[src/rtl/sd_dat_seq.sv]
// DAT-line transfer sequencer: schedules block reads/writes and busy waits, tracks the
// remaining block count, and drives Auto CMD12/CMD23 requests and block-gap control.
module sd_dat_seq #(
   parameter int unsigned BLK_CNT_W  = 32,
   parameter bit          AUTO_CMD23 = 1'b1,
   parameter bit          READ_WAIT  = 1'b1
) (
   input  logic                 sdclk_i,
   input  logic                 rst_dat_ni,
   input  logic                 cmd_go_i,
   output logic                 main_cmd_go_o,
   input  logic                 command_end_i,
   input  logic                 command_complete_i,
   input  logic                 data_present_i,
   input  logic                 transfer_direction_i,
   input  logic                 multi_block_i,
   input  logic                 block_count_enable_i,
   input  logic [1:0]           response_type_i,
   input  logic [1:0]           command_type_i,
   input  logic [1:0]           auto_cmd_mode_i,
   input  logic [BLK_CNT_W-1:0] block_count_i,
   input  logic                 gap_stop_i,
   input  logic                 gap_continue_i,
   input  logic                 read_wait_en_i,
   input  logic                 r_buf_full_i,
   input  logic                 w_buf_empty_i,
   input  logic                 sd_resumed_i,
   input  logic                 xfer_done_i,
   input  logic                 xfer_crc_err_i,
   input  logic                 xfer_end_err_i,
   input  logic                 xfer_tout_err_i,
   input  logic                 auto_cmd_complete_i,
   input  logic                 auto_cmd_error_i,
   output logic                 issue_read_o,
   output logic                 issue_write_o,
   output logic                 issue_busy_o,
   output logic                 r_reset_o,
   output logic                 w_reset_o,
   output logic                 auto_cmd12_issue_o,
   output logic                 auto_cmd23_issue_o,
   output logic                 pause_req_o,
   output logic                 read_wait_o,
   output logic                 block_gap_o,
   output logic [BLK_CNT_W-1:0] block_count_o,
   output logic                 read_xfer_active_o,
   output logic                 write_xfer_active_o,
   output logic                 dat_line_active_o,
   output logic                 transfer_complete_o,
   output logic                 data_crc_error_o,
   output logic                 data_end_bit_error_o,
   output logic                 data_timeout_error_o,
   output logic                 auto_cmd_error_o
);

   typedef enum logic [3:0] {
      S_IDLE, S_PRE23, S_OP, S_COMP, S_RD_HOLD,
      S_WR_GAP, S_WR_BUF, S_BUSY, S_POST12, S_ERROR
   } state_t;

   localparam logic [BLK_CNT_W-1:0] ONE = {{(BLK_CNT_W-1){1'b0}}, 1'b1};

   state_t               r_state, w_state_d;
   logic [BLK_CNT_W-1:0] r_cnt, w_cnt_d;
   logic                 r_rd_act, r_wr_act, r_line_act;
   logic                 w_rd_act_d, w_wr_act_d, w_line_act_d;
   logic                 r_zero_blk, w_zero_blk_d;
   logic                 r_gap_req, w_gap_req_d;
   logic                 r_rw_mode, w_rw_mode_d;
   logic                 w_abort, w_acmd23, w_acmd12, w_rw_en, w_xfer_err;

   assign w_abort    = command_end_i && (command_type_i == 2'b11);
   assign w_acmd23   = AUTO_CMD23 && (auto_cmd_mode_i == 2'b10);
   assign w_acmd12   = (auto_cmd_mode_i == 2'b01);
   assign w_rw_en    = READ_WAIT && read_wait_en_i;
   assign w_xfer_err = xfer_crc_err_i || xfer_end_err_i || xfer_tout_err_i;

   always_comb begin
      w_state_d            = r_state;
      w_cnt_d              = r_cnt;
      w_rd_act_d           = r_rd_act;
      w_wr_act_d           = r_wr_act;
      w_line_act_d         = r_line_act;
      w_zero_blk_d         = 1'b0;
      w_gap_req_d          = r_gap_req;
      w_rw_mode_d          = r_rw_mode;
      main_cmd_go_o        = 1'b0;
      issue_read_o         = 1'b0;
      issue_write_o        = 1'b0;
      issue_busy_o         = 1'b0;
      r_reset_o            = 1'b0;
      w_reset_o            = 1'b0;
      auto_cmd12_issue_o   = 1'b0;
      auto_cmd23_issue_o   = 1'b0;
      pause_req_o          = 1'b0;
      read_wait_o          = 1'b0;
      block_gap_o          = 1'b0;
      data_crc_error_o     = 1'b0;
      data_end_bit_error_o = 1'b0;
      data_timeout_error_o = 1'b0;
      auto_cmd_error_o     = 1'b0;

      // Reset gates every pulse; an abort wins over all state-specific behaviour.
      if (!rst_dat_ni) begin
         w_state_d = S_IDLE;
      end else if (w_abort) begin
         w_state_d = S_ERROR;
      end else begin
         case (r_state)
            S_IDLE: begin
               if (command_end_i && data_present_i) begin
                  w_cnt_d = multi_block_i ? (block_count_enable_i ? block_count_i : '0) : ONE;
                  if (multi_block_i && block_count_enable_i && (block_count_i == '0)) begin
                     w_zero_blk_d = 1'b1;
                  end else if (transfer_direction_i) begin
                     w_rd_act_d   = 1'b1;
                     w_line_act_d = 1'b1;
                     r_reset_o    = 1'b1;
                     issue_read_o = 1'b1;
                     w_state_d    = S_OP;
                  end else begin
                     w_wr_act_d   = 1'b1;
                     w_line_act_d = 1'b1;
                     w_reset_o    = 1'b1;
                  end
               end else if (command_complete_i) begin
                  if (response_type_i == 2'b11) begin
                     w_line_act_d = 1'b1;
                     issue_busy_o = 1'b1;
                     w_state_d    = S_BUSY;
                  end else if (r_wr_act) begin
                     w_state_d = S_WR_BUF;
                  end
               end else if (cmd_go_i) begin
                  if (w_acmd23 && data_present_i) begin
                     auto_cmd23_issue_o = 1'b1;
                     w_state_d          = S_PRE23;
                  end else begin
                     main_cmd_go_o = 1'b1;
                  end
               end
            end
            S_PRE23: begin
               if (auto_cmd_complete_i) begin
                  main_cmd_go_o = 1'b1;
                  w_state_d     = S_IDLE;
               end else if (auto_cmd_error_i) begin
                  auto_cmd_error_o = 1'b1;
                  w_state_d        = S_ERROR;
               end
            end
            S_OP: begin
               if (xfer_done_i) begin
                  if (w_xfer_err) begin
                     data_crc_error_o     = xfer_crc_err_i;
                     data_end_bit_error_o = xfer_end_err_i;
                     data_timeout_error_o = xfer_tout_err_i;
                     w_state_d            = S_ERROR;
                  end else begin
                     if (r_cnt != '0) w_cnt_d = r_cnt - ONE;
                     if (r_cnt == ONE) begin
                        if (w_acmd12) begin
                           auto_cmd12_issue_o = 1'b1;
                           w_state_d          = S_POST12;
                        end else begin
                           w_rd_act_d   = 1'b0;
                           w_wr_act_d   = 1'b0;
                           w_line_act_d = 1'b0;
                           w_state_d    = S_IDLE;
                        end
                     end else begin
                        w_state_d = S_COMP;
                     end
                  end
               end
            end
            S_COMP: begin
               if (gap_stop_i) begin
                  w_rd_act_d   = 1'b0;
                  w_wr_act_d   = 1'b0;
                  w_line_act_d = 1'b0;
                  block_gap_o  = 1'b1;
               end
               if (transfer_direction_i) begin
                  if (r_buf_full_i || gap_stop_i) begin
                     w_gap_req_d = gap_stop_i;
                     w_rw_mode_d = w_rw_en;
                     pause_req_o = !w_rw_en;
                     w_state_d   = S_RD_HOLD;
                  end else begin
                     issue_read_o = 1'b1;
                     w_state_d    = S_OP;
                  end
               end else begin
                  w_state_d = gap_stop_i ? S_WR_GAP : S_WR_BUF;
               end
            end
            S_RD_HOLD: begin
               read_wait_o = r_rw_mode;
               if (r_rw_mode ? (!r_buf_full_i && (!r_gap_req || gap_continue_i)) : sd_resumed_i) begin
                  w_rd_act_d   = 1'b1;
                  w_line_act_d = 1'b1;
                  issue_read_o = 1'b1;
                  w_state_d    = S_OP;
               end
            end
            S_WR_GAP: begin
               if (gap_continue_i) begin
                  w_wr_act_d   = 1'b1;
                  w_line_act_d = 1'b1;
                  w_state_d    = S_WR_BUF;
               end
            end
            S_WR_BUF: begin
               if (!w_buf_empty_i) begin
                  issue_write_o = 1'b1;
                  w_state_d     = S_OP;
               end
            end
            S_POST12: begin
               if (auto_cmd_complete_i) begin
                  issue_busy_o = 1'b1;
                  w_state_d    = S_BUSY;
               end else if (auto_cmd_error_i) begin
                  auto_cmd_error_o = 1'b1;
                  w_state_d        = S_ERROR;
               end
            end
            S_BUSY: begin
               if (xfer_done_i) begin
                  data_timeout_error_o = xfer_tout_err_i;
                  w_rd_act_d           = 1'b0;
                  w_wr_act_d           = 1'b0;
                  w_line_act_d         = 1'b0;
                  w_state_d            = S_IDLE;
               end
            end
            default: begin
               w_state_d = S_ERROR;
            end
         endcase
      end

      transfer_complete_o = rst_dat_ni &&
                            (((r_state != S_IDLE) && (w_state_d == S_IDLE)) || (r_zero_blk && !w_abort));
   end

   always_ff @(posedge sdclk_i or negedge rst_dat_ni) begin
      if (!rst_dat_ni) begin
         r_state    <= S_IDLE;
         r_cnt      <= '0;
         r_rd_act   <= 1'b0;
         r_wr_act   <= 1'b0;
         r_line_act <= 1'b0;
         r_zero_blk <= 1'b0;
         r_gap_req  <= 1'b0;
         r_rw_mode  <= 1'b0;
      end else begin
         r_state    <= w_state_d;
         r_cnt      <= w_cnt_d;
         r_rd_act   <= w_rd_act_d;
         r_wr_act   <= w_wr_act_d;
         r_line_act <= w_line_act_d;
         r_zero_blk <= w_zero_blk_d;
         r_gap_req  <= w_gap_req_d;
         r_rw_mode  <= w_rw_mode_d;
      end
   end

   assign block_count_o       = r_cnt;
   assign read_xfer_active_o  = r_rd_act;
   assign write_xfer_active_o = r_wr_act;
   assign dat_line_active_o   = r_line_act;

endmodule
[config.mk]
export PLATFORM = sky130hd
export DESIGN_NAME = sd_dat_seq
export DESIGN_NICKNAME = d
export VERILOG_FILES = /design/src/rtl/sd_dat_seq.sv
export SDC_FILE = /design/constraint.sdc
export NUM_CORES = 1
export LEC_CHECK = 0
export CORE_ASPECT_RATIO = 1.2
export CORE_MARGIN = 2
export CORE_UTILIZATION = 45
export CTS_CLUSTER_DIAMETER = 200
export CTS_CLUSTER_SIZE = 20
export DETAILED_ROUTE_END_ITERATION = 6
export PLACE_DENSITY = 0.83
export SLEW_MARGIN = 10
export SYNTH_ARGS = -nofsm -noshare
export SYNTH_HDL_FRONTEND = slang
export SYNTH_SLANG_ARGS = --single-unit
[constraint.sdc]
create_clock -name sdclk_i -period 3.3 [get_ports sdclk_i]
set_clock_uncertainty 0.2 [all_clocks]
set_input_delay 0.495 -clock sdclk_i [delete_from_list [all_inputs] [get_ports sdclk_i]]
set_output_delay 0.495 -clock sdclk_i [all_outputs]
set_load 0.05 [all_outputs]
**Word-level counts from Yosys, hierarchy flattened**

Index checks and enable logic that the tools add are counted.

- Output and inout port bits: 51
- Flip-flop bits (word level): 42
- Logic and storage cells: 214
- Input port bits: 59

- Bitwise gates (word level): 1
- Reduce and logical (&&, ||, !) cells: 33
- Multiplexer cells: 142
- $add $sub $neg: 1
- Eq/ne operators: 29

Operators with widths:

| cell | count |
|---|---|
| 2-to-1 mux 32 bit | 6 |
| 2-to-1 mux 1 bit | 103 |
| 2-to-1 mux 4 bit | 22 |
| case mux 32 bit (2 select lines) | 1 |
| case mux 4 bit (9 select lines) | 1 |
| equality test 32 x 1 -> 1 bit (second input constant) | 1 |
| zero test 32 bit | 1 |
| nonzero test 32 bit | 1 |
| subtractor 32 x 1 -> 32 bit (second input constant) | 1 |
| inequality test 2 bit (second input constant) | 13 |
| AND reduction 13 bit | 2 |
| equality test 4 x 3 -> 1 bit (second input constant) | 4 |
| AND reduction 14 bit | 1 |
| case mux 1 bit (5 select lines) | 2 |
| nonzero test 5 bit | 2 |
| logical AND 1 bit | 9 |
| inequality test 3 bit (second input constant) | 3 |
| equality test 4 x 2 -> 1 bit (second input constant) | 2 |
| zero test 4 bit | 2 |
| AND reduction 7 bit | 1 |
| equality test 2 bit (second input constant) | 3 |
| case mux 1 bit (2 select lines) | 3 |
| case mux 1 bit (6 select lines) | 1 |
| nonzero test 6 bit | 1 |
| other kinds (13) | 20 |

**Longest topological paths before layout**

- Depth after elaboration: 13
- Depth in mapped cells: 9
- Gate-level depth less buffers: 8

**Worst setup path before layout**

OpenSTA, ideal clock, no wires.

- Path type: reg-to-output
- Start: reg r_cnt[7], in the netlist block_count_o[7]
- End: out transfer_complete_o
- Data arrival time: 3.283 ns
- Path buffers: 0
- Data required time: 2.605 ns
- Setup slack: -0.678 ns
- Cell stages (with the launch flop): 7
- Cells stage by stage: dfrtp_1 > or4_4 > nor4_4 > nand4_1 > a211oi_1 > nand4_1 > o31ai_1

- Cells in the longest elaborated chain, start to end: 11

RTL lines:

| what | line | source |
|---|---|---|
| start, declared | 63 | `logic [BLK_CNT_W-1:0] r_cnt, w_cnt_d;` |
| start signal, assigned | 259 | `r_cnt <= w_cnt_d;` |
| equality test 32 x 1 -> 1 bit | 160 | `if (r_cnt == ONE) begin` |
| 2-to-1 mux 4 bit | 160 |  |
| 2-to-1 mux 4 bit | 153 | `if (w_xfer_err) begin` |
| 2-to-1 mux 4 bit | 152 | `if (xfer_done_i) begin` |
| case mux 4 bit (9 select lines) | 108 | `case (r_state)` |
| 2-to-1 mux 4 bit | 105 | `end else if (w_abort) begin` |
| 2-to-1 mux 4 bit | 103 | `if (!rst_dat_ni) begin` |
| zero test 4 bit | 244 | `(((r_state != S_IDLE) && (w_state_d == S_IDLE)) \|\| (r_zero_blk && !w_abort));` |
| logical AND 1 bit | 244 |  |
| logical OR 1 bit | 244 |  |
| logical AND 1 bit | 243 | `transfer_complete_o = rst_dat_ni &&` |
| end, declared | 48 | `output logic transfer_complete_o,` |

Every way passes these cells.

**Worst setup path after layout**

- Start: in block_count_i[27]
- End: out transfer_complete_o

- Cells in the longest elaborated chain, start to end: 11

RTL lines:

| what | line | source |
|---|---|---|
| start, declared | 21 | `input logic [BLK_CNT_W-1:0] block_count_i,` |
| zero test 32 bit | 112 | `if (multi_block_i && block_count_enable_i && (block_count_i == '0)) begin` |
| logical AND 1 bit | 112 |  |
| 2-to-1 mux 4 bit | 112 |  |
| 2-to-1 mux 4 bit | 110 | `if (command_end_i && data_present_i) begin` |
| case mux 4 bit (9 select lines) | 108 |  |
| 2-to-1 mux 4 bit | 105 |  |
| 2-to-1 mux 4 bit | 103 |  |
| net w_state_d[1] | 62 | `state_t r_state, w_state_d;` |
| zero test 4 bit | 244 |  |
| logical AND 1 bit | 244 |  |
| logical OR 1 bit | 244 |  |
| logical AND 1 bit | 243 |  |

The timed path passes the listed nets, and every way through them passes these cells.

==> impl_metrics.csv <==
group,metric,value,unit
outcome,run_status,"complete, but fails checks",
outcome,failed_checks,"setup timing",
critical_path,crit_type,"in -> out",
timing,setup_violations,1,
die,num_rows,34,
clock_network,ctsRootBufferMaster,"clkbuf_8",
critical_path,crit_required,2.60,ns
synth,syn_area_per_cell,7.72,sq um
synth,synth_top_cell_area_share,31.2,%
pwr,p_int,2.24,mW
cells_and_area,final_cell_mix,"clkdlybuf4s50_1 (92), o21ai_0 (61), buf_4 (56), a21oi_1 (38), nor2_1 (34)",
place,hpwl,9710,microns
critical_path,cp.arrival,2.73,ns
timing,final-hold-violation-count,0,
global_route,antenna_found_initial,0,
route,wire_per_inst,19.4,microns
synth,yosysTopAreaCell,"dfrtp_1",
timing,slew_headroom,56.4,%
place,port-buffer-count,109,
clock_network,cts.sinks,42,
die,num_io_pins,110,
route,vias,4273,
timing,setup_tns,-0.121,ns
synth,synth_nets,498,
route,drt-initial-drc-count,248,
timing,drv_slew,0,
pwr,pwr-share-comb,72.7,%
pwr,power_density,911,nW/um^2
die,core,7230,sq um
die,die_x,82.9,microns
cells_and_area,drive_above_1_share,20.9,%
global_route,grt_pass1_wl,21100,microns
cells_and_area,diodes,0,
die,die_y,98.7,microns
synth,synth_warnings,0,
critical_path,worstSetupEndpointType,"output pin",
global_route,grt_usage,31.7,%
route,drcViolationCount,0,
timing,rsz0062_at_grt,"yes",
synth,yosys-top-cells-area,"dfrtp_1 (31%), o21ai_0 (9.1%), a21oi_1 (5.7%)",
place,place.gp.congestion,0.985,
pwr,switching_share,52.9,%
timing,period_minus_slack,3.42,ns
synth,ys_types,61,
clock_network,cts_tree,"done",
cells_and_area,final_common_cell,"clkdlybuf4s50_1",
global_route,grt-busiest-layer,"met2",
min_path,min_path_type,"in -> async",
clock_network,htree_levels,2,
timing,timing.fmax,292,MHz
cells_and_area,final_core_util,72.3,%
cells_and_area,syn2layout_area_growth,55.4,%
pwr,seqPwrFrac,19.9,%
clock_network,clkLatencyLatePin,0.30,ns
synth,synth_edf_count,0,
synth,syn_inst,436,
clock_network,tritoncts.num_buffers,5,
pwr,ir_worst_vdd,0.699,mV
global_route,overflow,0,
synth,synthFlopType,"dfrtp_1",
cells_and_area,fin_nets,639,
timing,worstMarginPinSlew,0.648,ns
synth,synth_seq_area_share,31.2,%
pwr,switchingPower,2.52,mW
synth,synthArstFlopShare,100,%
critical_path,start_kind,"primary input",
critical_path,path_max_fanout,2,
timing,setup_ws,-0.121,ns
cells_and_area,final.fill_count,564,
pwr,pwr-share-clk,7.5,%
synth,yosys_register_bits,42,
global_route,grt.met1_usage,37.1,%
synth,netlist_area,3360,sq um
timing,finalCritPeriodShare,104,%
global_route,grtUsageMet2,57.9,%
clock_network,clkSlewWorstSetupHoldPaths,0.08,ns
route,drt_wl_total,13000,microns
global_route,met3_usage,4.52,%
global_route,grt_max_degree,57,
route,drtPass1Iterations,5,
route,via_per_inst,6.40,
die,start_util,46.5,%
pwr,p_leak,2.04,nW
job,maxCapViolations,0,
die,fp.dieArea,8190,sq um
route,final_antenna_net_count,0,
global_route,grt_pass1_vias,4194,
clock_network,clk_path_buf_depth,2,
-- logic make-up after synthesis --
| family | after synthesis | synth area share [%] |
|---|---|---|
| simple gates | 183 | 31.2 |
| fa+ha+maj | 3 | 1.12 |
| buf+inv | 40 | 4.72 |
| mux | 4 | 1.45 |
| flops | 42 | 31.2 |
| xor+xnor | 2 | 0.521 |
| compound gates | 162 | 29.8 |
-- critical path, cell delays in order --
cell and delay (ns):
clkdlybuf4s50_1 0.45, nor4_2 0.36, nand3_1 0.22, nor4_4 0.38, a21oi_1 0.12, o21a_1 0.22, o31ai_4 0.30, buf_12 0.17
-- repair_timing --
item                       4_1_cts  5_1_grt
resized for setup               13        5
pin swaps                        8        3
hold buffers                     0        0
setup endpoints to repair        2        3
buffers inserted                 6        2
-- synth_stat cells, drive strengths merged (7+ instances only) --
cell / instances
nor4: 24
dfrtp: 42
buf: 7
o21ai: 62
nor2: 35
nor2b: 10
nand2b: 10
a32oi: 8
and3: 8
inv: 11
nand3: 9
a21oi: 38
nor3: 21
clkbuf: 22
nand2: 24
a22oi: 10
-- through the flow --
stage / std cells / power, mW / hold WS [ns] / instance area [sq um] / worst slack (ns)
floorplan: 436 / 2.98 / -0.000591 / 3410 / 0.0252
global placement: 652 / 4.15 / 0.273 / 4980 / -0.104
detailed placement: 652 / 4.21 / 0.300 / 4980 / -0.153
CTS: 666 / 4.68 / 0.149 / 5180 / -0.0888
global route: 668 / 5.05 / 0.171 / 5230 / -0.198
finish: 668 / 4.76 / 0.129 / 5230 / -0.121
-- metal layers --
metal / vias to the layer above / part of all wire, %
li1: 1953 / -
met3: 44 / 6.8
met1: 2057 / 38
met5: - / 0
met2: 219 / 51
met4: 0 / 4.1
-- state kept, by name, indices dropped and copies added, names as in the netlist --
| name | flops |
|---|---|
| r_rw_mode | 1 |
| block_count_o | 32 |
| r_state | 4 |
| dat_line_active_o | 1 |
| write_xfer_active_o | 1 |
| read_xfer_active_o | 1 |
| r_zero_blk | 1 |
| r_gap_req | 1 |
-- power groups by stage --
stage,clock (mW),sequential [mW],combinational [mW]
final,0.355,0.947,3.46
after global routing,0.375,0.978,3.69
after CTS,0.357,0.936,3.39
after detailed placement,0,0.937,3.27
after global placement,0,0.930,3.22
after floorplan,0,1.48,1.51
-- final cells by class --
cell class                 instances  area (sq um)  share of cell area [%]
clock buffer                       7          86.3                    1.65
sequential                        42          1070                    20.4
multi-input combinational        354          2290                    43.8
tap                               90           113                    2.15
clock inverter                     1          5.00                  0.0957
timing repair buffer             163          1630                    31.1
inverter                          11          41.3                   0.790
-- path summary, 6_finish.rpt --
| check | start | to | slack, ns | cells past startpoint |
|---|---|---|---|---|
| worst max-delay path | block_count_i[27] | transfer_complete_o | -0.12 | 8 |
| worst min-delay path | rst_dat_ni | r_state[2] | 0.13 | 2 |
| worst max register to register | r_state[3] | block_count_o[27] | 0.42 | 8 |
| worst min register to register | dat_line_active_o | dat_line_active_o | 0.32 | 1 |
| max in group asynchronous | rst_dat_ni | block_count_o[5] | 2.35 | 2 |
| min in group sdclk_i | dat_line_active_o | dat_line_active_o | 0.32 | 1 |
Note: power is estimated with default switching activity, not from simulation.
